## src/rtl/uart_pkg.sv

```systemverilog
`default_nettype none
// ============================================================================
// Module      : uart_pkg
// Description : Shared types and constants for the parametrised UART receiver:
//               receiver state encoding, parity-mode constants and a helper
//               that computes the frame length in bit periods.
// Revision    : 1.0 - initial release
// ============================================================================
package uart_pkg;

  // Receiver FSM states
  typedef enum logic [2:0] {
    ST_IDLE      = 3'd0,
    ST_START     = 3'd1,
    ST_DATA      = 3'd2,
    ST_PARITY    = 3'd3,
    ST_STOP      = 3'd4,
    ST_WAIT_HIGH = 3'd5
  } rx_state_e;

  // Value XOR-ed into the data parity to form the expected parity bit
  localparam logic c_parity_even = 1'b0;
  localparam logic c_parity_odd  = 1'b1;

  // Total bit periods in one frame: start + data + optional parity + stops
  function automatic int unsigned frame_bits(input int unsigned n_data,
                                             input int unsigned par_en,
                                             input int unsigned m_stop);
    return 1 + n_data + par_en + m_stop;
  endfunction

endpackage
`default_nettype wire

```

## src/rtl/uart_rx_sampler.sv

```systemverilog
`default_nettype none
// ============================================================================
// Module      : uart_rx_sampler
// Description : Line front end for the UART receiver. Two-flop synchroniser
//               (idle-high reset), falling-edge detector on the synchronised
//               line and a majority-of-3 voter around mid-bit.
// Revision    : 1.0 - initial release
// ============================================================================
module uart_rx_sampler
  import uart_pkg::*;
#(
  parameter int OS    = 16,
  parameter int CNT_W = 4
) (
  input  logic             i_clk,
  input  logic             i_rst_n,
  input  logic             i_rx,
  input  logic             i_tick,
  input  logic [CNT_W-1:0] i_cnt,
  output logic             o_rx_s,
  output logic             o_fall,
  output logic             o_bit_val
);

  localparam logic [CNT_W-1:0] c_cnt_s0 = CNT_W'(OS/2 - 1);
  localparam logic [CNT_W-1:0] c_cnt_s1 = CNT_W'(OS/2);

  logic r_sync1;
  logic r_sync2;
  logic r_rx_d;
  logic r_s0;
  logic r_s1;

  // Bring the asynchronous line into the clock domain; reset to idle level
  always_ff @(posedge i_clk or negedge i_rst_n) begin
    if (!i_rst_n) begin
      r_sync1 <= 1'b1;
      r_sync2 <= 1'b1;
    end else begin
      r_sync1 <= i_rx;
      r_sync2 <= r_sync1;
    end
  end

  // One-cycle delayed copy of the synchronised line for edge detection
  always_ff @(posedge i_clk or negedge i_rst_n) begin
    if (!i_rst_n) begin
      r_rx_d <= 1'b1;
    end else begin
      r_rx_d <= r_sync2;
    end
  end

  // Hold the first two votes; the third is the live line at the decision tick
  always_ff @(posedge i_clk or negedge i_rst_n) begin
    if (!i_rst_n) begin
      r_s0 <= 1'b1;
      r_s1 <= 1'b1;
    end else if (i_tick) begin
      if (i_cnt == c_cnt_s0) r_s0 <= r_sync2;
      if (i_cnt == c_cnt_s1) r_s1 <= r_sync2;
    end
  end

  assign o_rx_s    = r_sync2;
  assign o_fall    = r_rx_d & ~r_sync2;
  assign o_bit_val = (r_s0 & r_s1) | (r_s0 & r_sync2) | (r_s1 & r_sync2);

endmodule
`default_nettype wire

```

## src/rtl/uart_rx_param.sv

```systemverilog
`default_nettype none
// ============================================================================
// Module      : uart_rx_param
// Description : Parametrised oversampling UART receiver. Configurable data
//               width, parity, stop bits and oversampling factor; reports
//               parity, framing, break and overrun, and holds the last word
//               until the consumer acknowledges it with i_read.
// Revision    : 1.0 - initial release
// ============================================================================
module uart_rx_param
  import uart_pkg::*;
#(
  parameter int N_DATA     = 8,
  parameter int PARITY_EN  = 0,
  parameter int PARITY_ODD = 0,
  parameter int M_STOP     = 1,
  parameter int OS         = 16
) (
  input  logic              i_clk,
  input  logic              i_rst_n,
  input  logic              i_tick,
  input  logic              i_rx,
  input  logic              i_read,
  output logic [N_DATA-1:0] o_data,
  output logic              o_valid,
  output logic              o_parity_err,
  output logic              o_frame_err,
  output logic              o_break,
  output logic              o_overrun,
  output logic              o_busy
);

  localparam int c_cnt_w = $clog2(OS);
  localparam int c_idx_w = 4;

  localparam logic [c_cnt_w-1:0] c_cnt_decide = c_cnt_w'(OS/2 + 1);
  localparam logic [c_cnt_w-1:0] c_cnt_last   = c_cnt_w'(OS - 1);
  localparam logic [c_idx_w-1:0] c_idx_data   = c_idx_w'(N_DATA - 1);
  localparam logic [c_idx_w-1:0] c_idx_stop   = c_idx_w'(M_STOP - 1);
  localparam logic               c_par_mode   = (PARITY_ODD != 0) ? c_parity_odd : c_parity_even;
  localparam logic               c_par_en     = (PARITY_EN != 0);

  rx_state_e r_state;
  rx_state_e w_next_state;

  logic [c_cnt_w-1:0] r_cnt;
  logic [c_idx_w-1:0] r_idx;
  logic [N_DATA-1:0]  r_shift;
  logic               r_par_bit;
  logic               r_ferr_acc;

  logic [N_DATA-1:0]  r_data;
  logic               r_valid;
  logic               r_perr;
  logic               r_ferr;
  logic               r_brk;
  logic               r_ovr;

  logic w_rx_s;
  logic w_fall;
  logic w_bit_val;
  logic w_decide;
  logic w_wrap;
  logic w_last_data;
  logic w_last_stop;
  logic w_commit;
  logic w_perr_now;
  logic w_ferr_now;
  logic w_brk_now;

  uart_rx_sampler #(
    .OS    (OS),
    .CNT_W (c_cnt_w)
  ) u_sampler (
    .i_clk     (i_clk),
    .i_rst_n   (i_rst_n),
    .i_rx      (i_rx),
    .i_tick    (i_tick),
    .i_cnt     (r_cnt),
    .o_rx_s    (w_rx_s),
    .o_fall    (w_fall),
    .o_bit_val (w_bit_val)
  );

  assign w_decide    = i_tick & (r_cnt == c_cnt_decide);
  assign w_wrap      = i_tick & (r_cnt == c_cnt_last);
  assign w_last_data = (r_idx == c_idx_data);
  assign w_last_stop = (r_idx == c_idx_stop);

  // Frame status as it will be committed at the last stop decision
  assign w_ferr_now = r_ferr_acc | ~w_bit_val;
  assign w_perr_now = c_par_en & (r_par_bit ^ (^r_shift) ^ c_par_mode);
  assign w_brk_now  = (r_shift == '0) & (c_par_en ? ~r_par_bit : 1'b1) & w_ferr_now;

  // State register
  always_ff @(posedge i_clk or negedge i_rst_n) begin
    if (!i_rst_n) begin
      r_state <= ST_IDLE;
    end else begin
      r_state <= w_next_state;
    end
  end

  // Next-state and commit decode
  always_comb begin
    w_next_state = r_state;
    w_commit     = 1'b0;
    case (r_state)
      ST_IDLE: begin
        if (w_fall) w_next_state = ST_START;
      end
      ST_START: begin
        if (w_decide && w_bit_val) w_next_state = ST_IDLE;
        else if (w_wrap)           w_next_state = ST_DATA;
      end
      ST_DATA: begin
        if (w_wrap && w_last_data) w_next_state = c_par_en ? ST_PARITY : ST_STOP;
      end
      ST_PARITY: begin
        if (w_wrap) w_next_state = ST_STOP;
      end
      ST_STOP: begin
        if (w_decide && w_last_stop) begin
          w_commit     = 1'b1;
          w_next_state = (w_perr_now || w_ferr_now) ? ST_WAIT_HIGH : ST_IDLE;
        end
      end
      ST_WAIT_HIGH: begin
        // A held-low line must not look like a fresh start edge
        if (w_rx_s) w_next_state = ST_IDLE;
      end
      default: w_next_state = ST_IDLE;
    endcase
  end

  // Bit timing, bit index, data shift register and stop-error accumulation
  always_ff @(posedge i_clk or negedge i_rst_n) begin
    if (!i_rst_n) begin
      r_cnt      <= '0;
      r_idx      <= '0;
      r_shift    <= '0;
      r_par_bit  <= 1'b0;
      r_ferr_acc <= 1'b0;
    end else if (r_state == ST_IDLE) begin
      r_cnt      <= '0;
      r_idx      <= '0;
      r_ferr_acc <= 1'b0;
    end else if (i_tick) begin
      r_cnt <= w_wrap ? '0 : r_cnt + c_cnt_w'(1);
      case (r_state)
        ST_DATA: begin
          if (w_decide) r_shift <= {w_bit_val, r_shift[N_DATA-1:1]};
          if (w_wrap)   r_idx   <= w_last_data ? '0 : r_idx + c_idx_w'(1);
        end
        ST_PARITY: begin
          if (w_decide) r_par_bit <= w_bit_val;
        end
        ST_STOP: begin
          if (w_decide && !w_bit_val) r_ferr_acc <= 1'b1;
          if (w_wrap)                 r_idx      <= r_idx + c_idx_w'(1);
        end
        default: ;
      endcase
    end
  end

  // Held output register with read handshake; a commit overrides a read
  always_ff @(posedge i_clk or negedge i_rst_n) begin
    if (!i_rst_n) begin
      r_data  <= '0;
      r_valid <= 1'b0;
      r_perr  <= 1'b0;
      r_ferr  <= 1'b0;
      r_brk   <= 1'b0;
      r_ovr   <= 1'b0;
    end else if (w_commit) begin
      r_data  <= r_shift;
      r_perr  <= w_perr_now;
      r_ferr  <= w_ferr_now;
      r_brk   <= w_brk_now;
      r_ovr   <= r_valid & ~i_read;
      r_valid <= 1'b1;
    end else if (i_read && r_valid) begin
      r_valid <= 1'b0;
    end
  end

  assign o_data       = r_data;
  assign o_valid      = r_valid;
  assign o_parity_err = r_perr;
  assign o_frame_err  = r_ferr;
  assign o_break      = r_brk;
  assign o_overrun    = r_ovr;
  assign o_busy       = (r_state != ST_IDLE);

endmodule
`default_nettype wire

```

## config.mk

```make
export PLATFORM = sky130hd
export DESIGN_NAME = uart_rx_param
export DESIGN_NICKNAME = d
export VERILOG_FILES = /design/src/rtl/uart_pkg.sv /design/src/rtl/uart_rx_sampler.sv /design/src/rtl/uart_rx_param.sv
export SDC_FILE = /design/constraint.sdc
export NUM_CORES = 1
export LEC_CHECK = 0
export ABC_AREA = 1
export CAP_MARGIN = 5
export CORE_UTILIZATION = 37
export CTS_BUF_LIST = sky130_fd_sc_hd__clkbuf_16
export DETAILED_ROUTE_END_ITERATION = 8
export DONT_BUFFER_PORTS = 1
export SLEW_MARGIN = 20
export SYNTH_ARGS = -nofsm -noshare
export SYNTH_HDL_FRONTEND = slang
export SYNTH_SLANG_ARGS = --single-unit
```

## constraint.sdc

```tcl
create_clock -name i_clk -period 1.8 [get_ports i_clk]
set_input_delay 0.09 -clock i_clk [delete_from_list [all_inputs] [get_ports i_clk]]
set_output_delay 0.09 -clock i_clk [all_outputs]
set_load 0.005 [all_outputs]
```

==> results.tsv, run 1 <==
metric	value	unit
status	complete, but fails checks	
violations	hold timing	
fin_crit_sh	87.7	%
switchingPower	942	uW
hold_viol	1	
synth_common_cells	nand2_1, dfrtp_1, inv_1	
hp-class	in -> reg	
remaining_drc_errors	0	
rsz0062_at_grt	false	
grt_use_total	13.9	%
synth_edf_count	0	
cp-end-kind	register	
syn-cell-area	0.00182	mm^2
pwr-share-comb	28.3	%
initial_core_util	38.4	%
grt_pass1_wl	5550	um
wl_met2	1470	um
power_density	1350	mW/mm^2
gp_congestion	0.782	
grt_pass1_vias	1298	
p_sw_share	33.3	%
clk_path_buf_depth	2	
path_clk_slew	0.05	ns
synth_top_area_share	44.1	%
die-area	0.00519	mm^2
top_layer	met4	
period_minus_slack	1.58	ns
tns	0	ns
viasPerCell	4.66	
max_freq	633	MHz
synth_cells	211	
nets	228	
finalClockSkew	0.00294	ns
synthToLayoutAreaGrowth	15.0	%
hpwl	2320	um
final_util	44.2	%
ys_top_cells_by_area	dfrtp_1, nand2_1, dfstp_2	
ctsHtreeMaxLevel	2	
placement_rows	25	
p_seq_share	37.7	%
cts_resized	0	
grt_max_degree	38	
crit_family	simple AND/OR/NAND/NOR gates	
clock_tree.root_cell	clkbuf_16	
worst_ep_arrival_time	1.78	ns
antenna_found_initial	0	
startpoint_type	register	
drv_cap	0	
synth_seq_cells	37	
crit_buf_inv	1	
die_w	72.1	um
drt-wirelength-per-cell	11.3	um
drive_above_1_share	15.5	%
die_h	72.1	um
synth.distinct_cells	32	
yosysSeqAreaShare	51.3	%
required	2.00	ns
crit_chain	ha_1 > nand3_2 > nor2_4 > inv_2 > nand2_1 > nand2_2 > nor2_4 > nor2_1 > a21oi_1	
n_antenna_cell	0	
vias	1332	
cts_tree	done	
numCtsBuffers	5	
setup_viol	0	
synth_most_common_cell	nand2_1	
worst-setup-path-type	reg -> reg	
clock-sinks	37	
synth_top_area_cell	dfrtp_1	
avgSynthCellArea	8.60	um^2
nFillCells	465	
cp_max_fo	8	
io_pins	19	
synth_flop_cell	dfrtp_1	
power.leakage	0.000990	uW
power.internal	1880	uW
slowest_stage	dfrtp_1	
wirelength	3220	um
io_buffers	0	
drt-initial-drc-count	62	
synthArstFlopShare	100	%
insertion_delay	0.28	ns
core_area	0.00472	mm^2
cp_slowest_stage_delay	0.45	ns
synth_nets	221	
peakVddDrop	731	uV
ys_warn_count	0	
maxSlewViolCount	0	
drt_pass1_iterations	4	
cpMostUsedCell	nor2_4	
grt_overflow	0	
ant_nets	0	
wl_met3	122	um
whs	-0.00117	ns
clkPwrFrac	34.0	%
routedLengthMet1	1570	um
-- through the flow --
stage          total power (uW)  area, um^2  worst slack [ns]  hold slack [ns]  instances
2_1_floorplan              1700        1820             0.376           -0.206        211
3_3_place_gp               1850        1870             0.247           -0.205        274
3_5_place_dp               1860        1870             0.227           -0.205        274
4_1_cts                    2860        2090             0.211         0.000421        286
5_1_grt                    3030        2090            0.0360           0.0229        286
6_report                   2830        2090             0.221         -0.00117        286
-- worst paths after layout --
check                                                 start                    endpoint  slack, ns  depth (start not counted)
max in group asynchronous                           i_rst_n  u_sampler.o_rx_s$_DFF_PN1_       1.29                          2
worst min-delay path                                 i_tick        r_cnt[0]$_DFFE_PN0P_     -0.001                          2
worst max register to register         r_cnt[0]$_DFFE_PN0P_        r_idx[3]$_DFFE_PN0P_       0.22                          9
min in group asynchronous                           i_rst_n      r_shift[1]$_DFFE_PN0P_       0.26                          2
worst max-delay path                   r_cnt[0]$_DFFE_PN0P_        r_idx[3]$_DFFE_PN0P_       0.22                          9
worst min register to register  u_sampler.r_sync1$_DFF_PN1_  u_sampler.o_rx_s$_DFF_PN1_       0.35                          0
-- worst register-to-register path, delay by kind of cell (launching register included) --
kind / cells / cell delay (ns)
flops: 1 / 0.45
simple gates: 6 / 0.66
buf+inv: 1 / 0.06
compound gates: 1 / 0.12
fa+ha+maj: 1 / 0.22
-- layout by cell type (no fill, tap or decap), drive strengths merged --
cell type	instances
nor2	14
o21ai	22
clkbuf	5
dfstp	5
clkinv	1
buf	2
nand2	63
o31ai	1
nor3	2
a21boi	1
a31oi	1
conb	1
a21oi	4
nand4	2
dlygate4sd3	3
nor4	2
ha	5
nand3	18
xor2	2
nor3b	1
o22ai	1
o21bai	1
bufinv	1
inv	29
dfrtp	32
-- kinds of logic (layout without fill, tap and decap cells) --
family	after synthesis	in the layout	share of synthesized area [%]
buf+inv	33	41	7.65
flops	37	37	51.3
simple gates	102	102	26.1
compound gates	31	31	10.3
other cells	1	1	0.207
fa+ha+maj	5	5	3.45
xor+xnor	2	2	0.965
-- cell type report --
type,count,area [um^2],area share [%]
multi-input cells,141,744,35.7
inverters,28,105,5.04
flip-flops and latches,37,932,44.7
clock inverters,3,38.8,1.86
clock buffers,5,125,6.00
repair buffers,5,57.6,2.76
well taps,67,83.8,4.02
-- layer usage --
| metal | vias up | GRT usage, % |
|---|---|---|
| met5 | - | 0 |
| met4 | 0 | 7.19 |
| met3 | 7 | 3.61 |
| met2 | 28 | 22.5 |
| met1 | 616 | 17.0 |
| li1 | 681 | - |
-- state kept, by name (all words and copies together) (netlist names) --
| name | cells |
|---|---|
| o_data | 8 |
| o_break | 1 |
| o_overrun | 1 |
| o_valid | 1 |
| r_cnt | 4 |
| r_shift | 8 |
| u_sampler.r_s1 | 1 |
| u_sampler.r_sync1 | 1 |
| u_sampler.r_rx_d | 1 |
| u_sampler.o_rx_s | 1 |
| r_ferr_acc | 1 |
| r_idx | 4 |
| r_state | 3 |
| o_frame_err | 1 |
| u_sampler.r_s0 | 1 |
-- power groups by stage --
stage               clock, uW  combinational (uW)  sequential (uW)
finish                    961                 800             1070
global route             1020                 920             1090
CTS                       986                 808             1070
detailed placement          0                 779             1080
global placement            0                 772             1080
floorplan                   0                 643             1050
-- timing repair --
action / CTS / global route
hold buffers: 4 / 0
setup buffers: 0 / 0
hold endpoints to repair: 42 / 0
(Power assumes the default switching activity.)
==> run 2, diff against run 1 <==
- ABC_AREA: 1 -> unset
==> run 2 against run 1 <==
The flow finishes with violations (setup timing). Clock skew grew 0.0022 ns. Final area grew 13%. Area after synthesis grew 1.8%. Largest cell class unchanged. Synthesized cell count shrank 26%. Sequential power shrank 16%. First-iteration DRC count grew 4.8%. Combinational power shrank 54%. Clock power grew 17%. Critical endpoint is now r_shift[7]$_DFFE_PN0P_. Final cell count shrank 14%. Largest power group is now the clock network. Wire length grew 11%.
==> results.tsv, run 2 <==
metric	value	unit
crit_chain	inv_2 > ha_4 > and4b_4 > nand2_4 > buf_12 > nor3_4 > buf_12 > mux2_2	
cpMostUsedCell	buf_12	
drv_cap	0	
timing.rr.end	r_shift[7]$_DFFE_PN0P_	
ant_nets	0	
final_common_cell	dfrtp_1	
finalClockSkew	0.00518	ns
layout_common_cells	dfrtp_1, buf_4, a21oi_1, mux2_2, mux2_4	
rsz0062_at_grt	true	
antenna_found_initial	0	
drt_pass1_iterations	4	
wirelength	3590	um
violations	setup timing	
n_antenna_cell	0	
power.leakage	0.00107	uW
insertion_delay	0.27	ns
synth.distinct_cells	43	
synth_top_area_cell	dfrtp_1	
hpwl	2460	um
setup_viol	6	
clock-sinks	37	
synth_edf_count	0	
status	complete, but fails checks	
numCtsBuffers	5	
max_freq	553	MHz
r2r-start	r_cnt[1]$_DFFE_PN0P_	
initial_core_util	38.9	%
synth_flop_cell	dfrtp_1	
grt_overflow	0	
worst_slack	-0.00777	ns
clk_path_buf_depth	2	
path_clk_slew	0.05	ns
drive_above_1_share	37.8	%
whs	0.0462	ns
drt-initial-drc-count	65	
die-area	0.00528	mm^2
die_w	72.7	um
cp_slowest_stage_delay	0.39	ns
synth_cells	156	
placement_rows	25	
grt_max_degree	38	
hp-class	in -> reg	
synthToLayoutAreaGrowth	27.3	%
r2r_cells	8	
endpoint	r_shift[7]$_DFFE_PN0P_	
clock_tree.root_cell	clkbuf_16	
synthArstFlopShare	100	%
cp_max_fo	8	
synth_seq_cells	37	
cp-startpoint	r_cnt[1]$_DFFE_PN0P_	
power_density	1020	mW/mm^2
io_buffers	0	
maxSlewViolCount	0	
period_minus_slack	1.81	ns
synth_common_cells	dfrtp_1, a21oi_1, mux2_2	
grt_use_total	15.5	%
worst_ep_arrival_time	1.96	ns
remaining_drc_errors	0	
grt_pass1_vias	1325	
nets	189	
place_ws	-0.0656	ns
synth_nets	166	
drt-wirelength-per-cell	14.5	um
cp-end-kind	register	
avgSynthCellArea	11.8	um^2
fin_crit_sh	100	%
synth_most_common_cell	dfrtp_1	
hold_viol	0	
peakVddDrop	902	uV
synth_top_area_share	43.3	%
yosysSeqAreaShare	50.4	%
syn-cell-area	0.00185	mm^2
startpoint_type	register	
die_h	72.7	um
ys_warn_count	0	
viasPerCell	5.13	
required	1.96	ns
ys_top_cells_by_area	dfrtp_1, mux2_2, mux2_4	
worst-setup-path-type	reg -> reg	
grt_pass1_wl	6290	um
slowest_stage	dfrtp_1	
ctsHtreeMaxLevel	2	
core_area	0.00475	mm^2
io_pins	19	
cts_tree	done	
vias	1266	
reg2reg_slack	-0.008	ns
gp_congestion	0.763	
## run 2: cell families after synthesis
kind of cell               after synthesis  share of synthesized area (%)
and+or+nand+nor                         40                           13.7
DFF                                     37                           50.4
AOI/OAI and AO/OA                       31                           10.2
muxes                                   23                           15.8
buffers and inverters                   16                           4.74
adders and majority gates                7                           4.47
other                                    1                          0.203
xor gates and xnor gates                 1                          0.474
## run 2: power breakdown
group	internal, uW	switching [uW]	total [uW]
clock network	798	324	1120
logic	152	220	372
registers	869	25.0	894
## run 2: area by class of cell
class,instances,area [um^2]
Inverter,9,33.8
Clock inverter,3,68.8
Multi-Input combinational cell,103,883
Fill cell,420,2400
Timing Repair Buffer,23,225
Tap cell,67,83.8
Clock buffer,5,125
Sequential cell,37,932
## run 2: critical path, delay by kind of cell (launching register included)
family        cells  cell delay (ns)
flops             1             0.39
mux               1             0.33
buf+inv           3             0.37
fa+ha+maj         1             0.12
simple gates      3             0.47
## run 2: stage by stage
stage / cell area, um^2 / setup TNS (ns) / std cells / util, % / total power [uW]
2_1_floorplan: 1850 / 0 / 156 / - / 1110
3_3_place_gp: 2020 / 0 / 231 / 42.4 / 1200
3_5_place_dp: 2020 / -0.104 / 231 / 42.4 / 1220
4_1_cts: 2370 / -0.0925 / 248 / 49.8 / 2410
5_1_grt: 2350 / -0.593 / 247 / 49.5 / 2520
6_report: 2350 / -0.0216 / 247 / 49.5 / 2390
## run 2: routing by layer
metal  part of all wire (%)  global-route usage, %  routed length [um]  up-vias
li1                       -                      -                   -      607
met3                    6.1                   5.11                 220        2
met1                     43                   20.4                1560      626
met2                     50                   24.7                1800       31
met5                      0                      0                   0        -
met4                   0.31                   3.70                  11        0
## run 2: timing repair
action                     CTS  global route
hold buffers                 4             0
pin swaps                    0             1
cloned                       1             0
setup endpoints to repair   11            24
hold endpoints to repair    40             0
resized for setup           11             4
setup buffers                4             1
## run 2: worst min path at each step
stage / from / end / slack [ns] / cells after the start
after global routing: i_tick / r_cnt[0]$_DFFE_PN0P_ / 0.06 / 3
final: i_tick / r_cnt[0]$_DFFE_PN0P_ / 0.05 / 3
after global placement: i_rst_n / r_cnt[1]$_DFFE_PN0P_ / -0.20 / 0
after detailed placement: i_rst_n / r_cnt[1]$_DFFE_PN0P_ / -0.20 / 0
after CTS: i_tick / r_cnt[0]$_DFFE_PN0P_ / 0.04 / 3
after floorplan: i_rst_n / o_break$_DFFE_PN0P_ / -0.21 / 0
==> run 3, diff against run 2 <==
- CAP_MARGIN: 5 -> 20
- CORE_UTILIZATION: 37 -> 50
- TNS_END_PERCENT: unset -> 30
==> run 3 against run 2 <==
The run now ends clean. Global-route usage rose by 4.6 points. Sequential share of layout area rose by 3.1 points. Sequential power down 0.9%. Largest power group is now sequential cells. Highest routed layer unchanged.
==> results.tsv, run 3 (same netlist as run 2, synthesis figures left out) <==
metric	value	unit
status	finished clean	
io_pins	19	
nets	184	
layout_common_cells	dfrtp_1, a21oi_1, mux2_2, buf_4	
hp-class	in -> reg	
core_area	0.00344	mm^2
fin_area	0.00218	mm^2
ctsHtreeMaxLevel	2	
power_density	949	mW/mm^2
hold_viol	0	
cts_tree	done	
io_buffers	0	
cts_setup_buffers	0	
hpwl	2400	um
drt-initial-drc-count	81	
max_freq	558	MHz
final_common_cell	dfrtp_1	
nFillCells	278	
grt_overflow	0	
cp-end-kind	register	
placedCellCount	209	
maxSlewViolCount	0	
die_h	62.8	um
setup_viol	0	
stdcell_count	221	
fin_crit_sh	99.5	%
startpoint_type	register	
period_minus_slack	1.79	ns
insertion_delay	0.28	ns
power.leakage	0.00101	uW
placed_area	0.00198	mm^2
worst-setup-path-type	reg -> reg	
numCtsBuffers	5	
crit_chain	inv_1 > ha_1 > or3b_4 > nor3_4 > buf_12 > mux2_2	
placement_rows	21	
r2r_cells	6	
initial_core_util	53.7	%
grt_pass1_vias	1249	
antenna_found_initial	0	
cp_slowest_stage_delay	0.40	ns
rsz0062_at_grt	true	
clk_path_buf_depth	2	
peakVddDrop	517	uV
slowest_stage	dfrtp_1	
finalClockSkew	0.00784	ns
cp_max_fo	12	
drive_above_1_share	32.0	%
ant_nets	0	
path_clk_slew	0.06	ns
clock_tree.root_cell	clkbuf_16	
grt_use_total	20.1	%
vias	1245	
place_ws	0.00988	ns
grt_pass1_wl	5980	um
grt_max_degree	38	
worst_ep_arrival_time	1.96	ns
gp_congestion	0.813	
wirelength	3580	um
n_antenna_cell	0	
die_w	62.8	um
drt-wirelength-per-cell	16.2	um
die-area	0.00394	mm^2
worst_slack	0.00903	ns
viasPerCell	5.63	
drv_cap	0	
remaining_drc_errors	0	
required	1.97	ns
synthToLayoutAreaGrowth	18.1	%
final_util	63.4	%
drt_pass1_iterations	4	
clock-sinks	37	
hold_path_depth	2	
[run 3: final timing paths]
check,start,to,slack [ns]
max in group asynchronous,i_rst_n,u_sampler.r_s1$_DFFE_PN1P_,1.28
min,i_tick,r_cnt[0]$_DFFE_PN0P_,0.02
min reg2reg,u_sampler.r_sync1$_DFF_PN1_,u_sampler.o_rx_s$_DFF_PN1_,0.36
min in group asynchronous,i_rst_n,r_idx[1]$_DFFE_PN0P_,0.26
max reg2reg,r_idx[0]$_DFFE_PN0P_,o_data[4]$_DFFE_PN0P_,0.009
max,r_idx[0]$_DFFE_PN0P_,o_data[4]$_DFFE_PN0P_,0.009
[run 3: critical path: cells and delay by family (launching register included)]
kind                       cells  cell delay [ns]
DFF                            1             0.40
and+or+nand+nor                2             0.56
buffers and inverters          2             0.26
adders and majority gates      1             0.13
muxes                          1             0.33
[run 3: cell type report]
cell class | count | area (um^2) | share of cell area (%)
clock buffer | 5 | 125 | 5.73
clock inverter | 3 | 15.0 | 0.688
inverter | 9 | 33.8 | 1.55
multi-input combinational | 103 | 838 | 38.4
sequential | 37 | 932 | 42.7
tap | 46 | 57.6 | 2.64
timing repair buffer | 18 | 180 | 8.26
[run 3: metal layers]
layer / global-route usage (%) / up-vias / share of wire [%]
li1: - / 596 / -
met1: 26.7 / 616 / 47
met2: 31.4 / 28 / 47
met3: 4.56 / 5 / 4.6
met4: 8.72 / 0 / 1.6
met5: 0 / - / 0
[run 3: per-stage QoR]
step / setup TNS [ns] / hold WS, ns / total power [uW]
after floorplan: 0 / -0.206 / 1110
after global placement: 0 / -0.205 / 1200
after global routing: -0.460 / 0.0414 / 2170
final: 0 / 0.0170 / 2070
after CTS: -0.00322 / 0.0134 / 2080
after detailed placement: 0 / -0.205 / 1220
[run 3: report_power, final]
group,leakage (uW),internal (uW),switching (uW)
logic,0.000448,145,211
clock network,0.0000687,503,326
registers,0.000496,869,17.3
[run 3: what timing repair did]
action | 4_1_cts | 5_1_grt
resized for setup | 1 | 1
endpoints found under the setup margin | 5 | 12
hold buffers | 4 | 0
endpoints found under the hold margin | 39 | 0
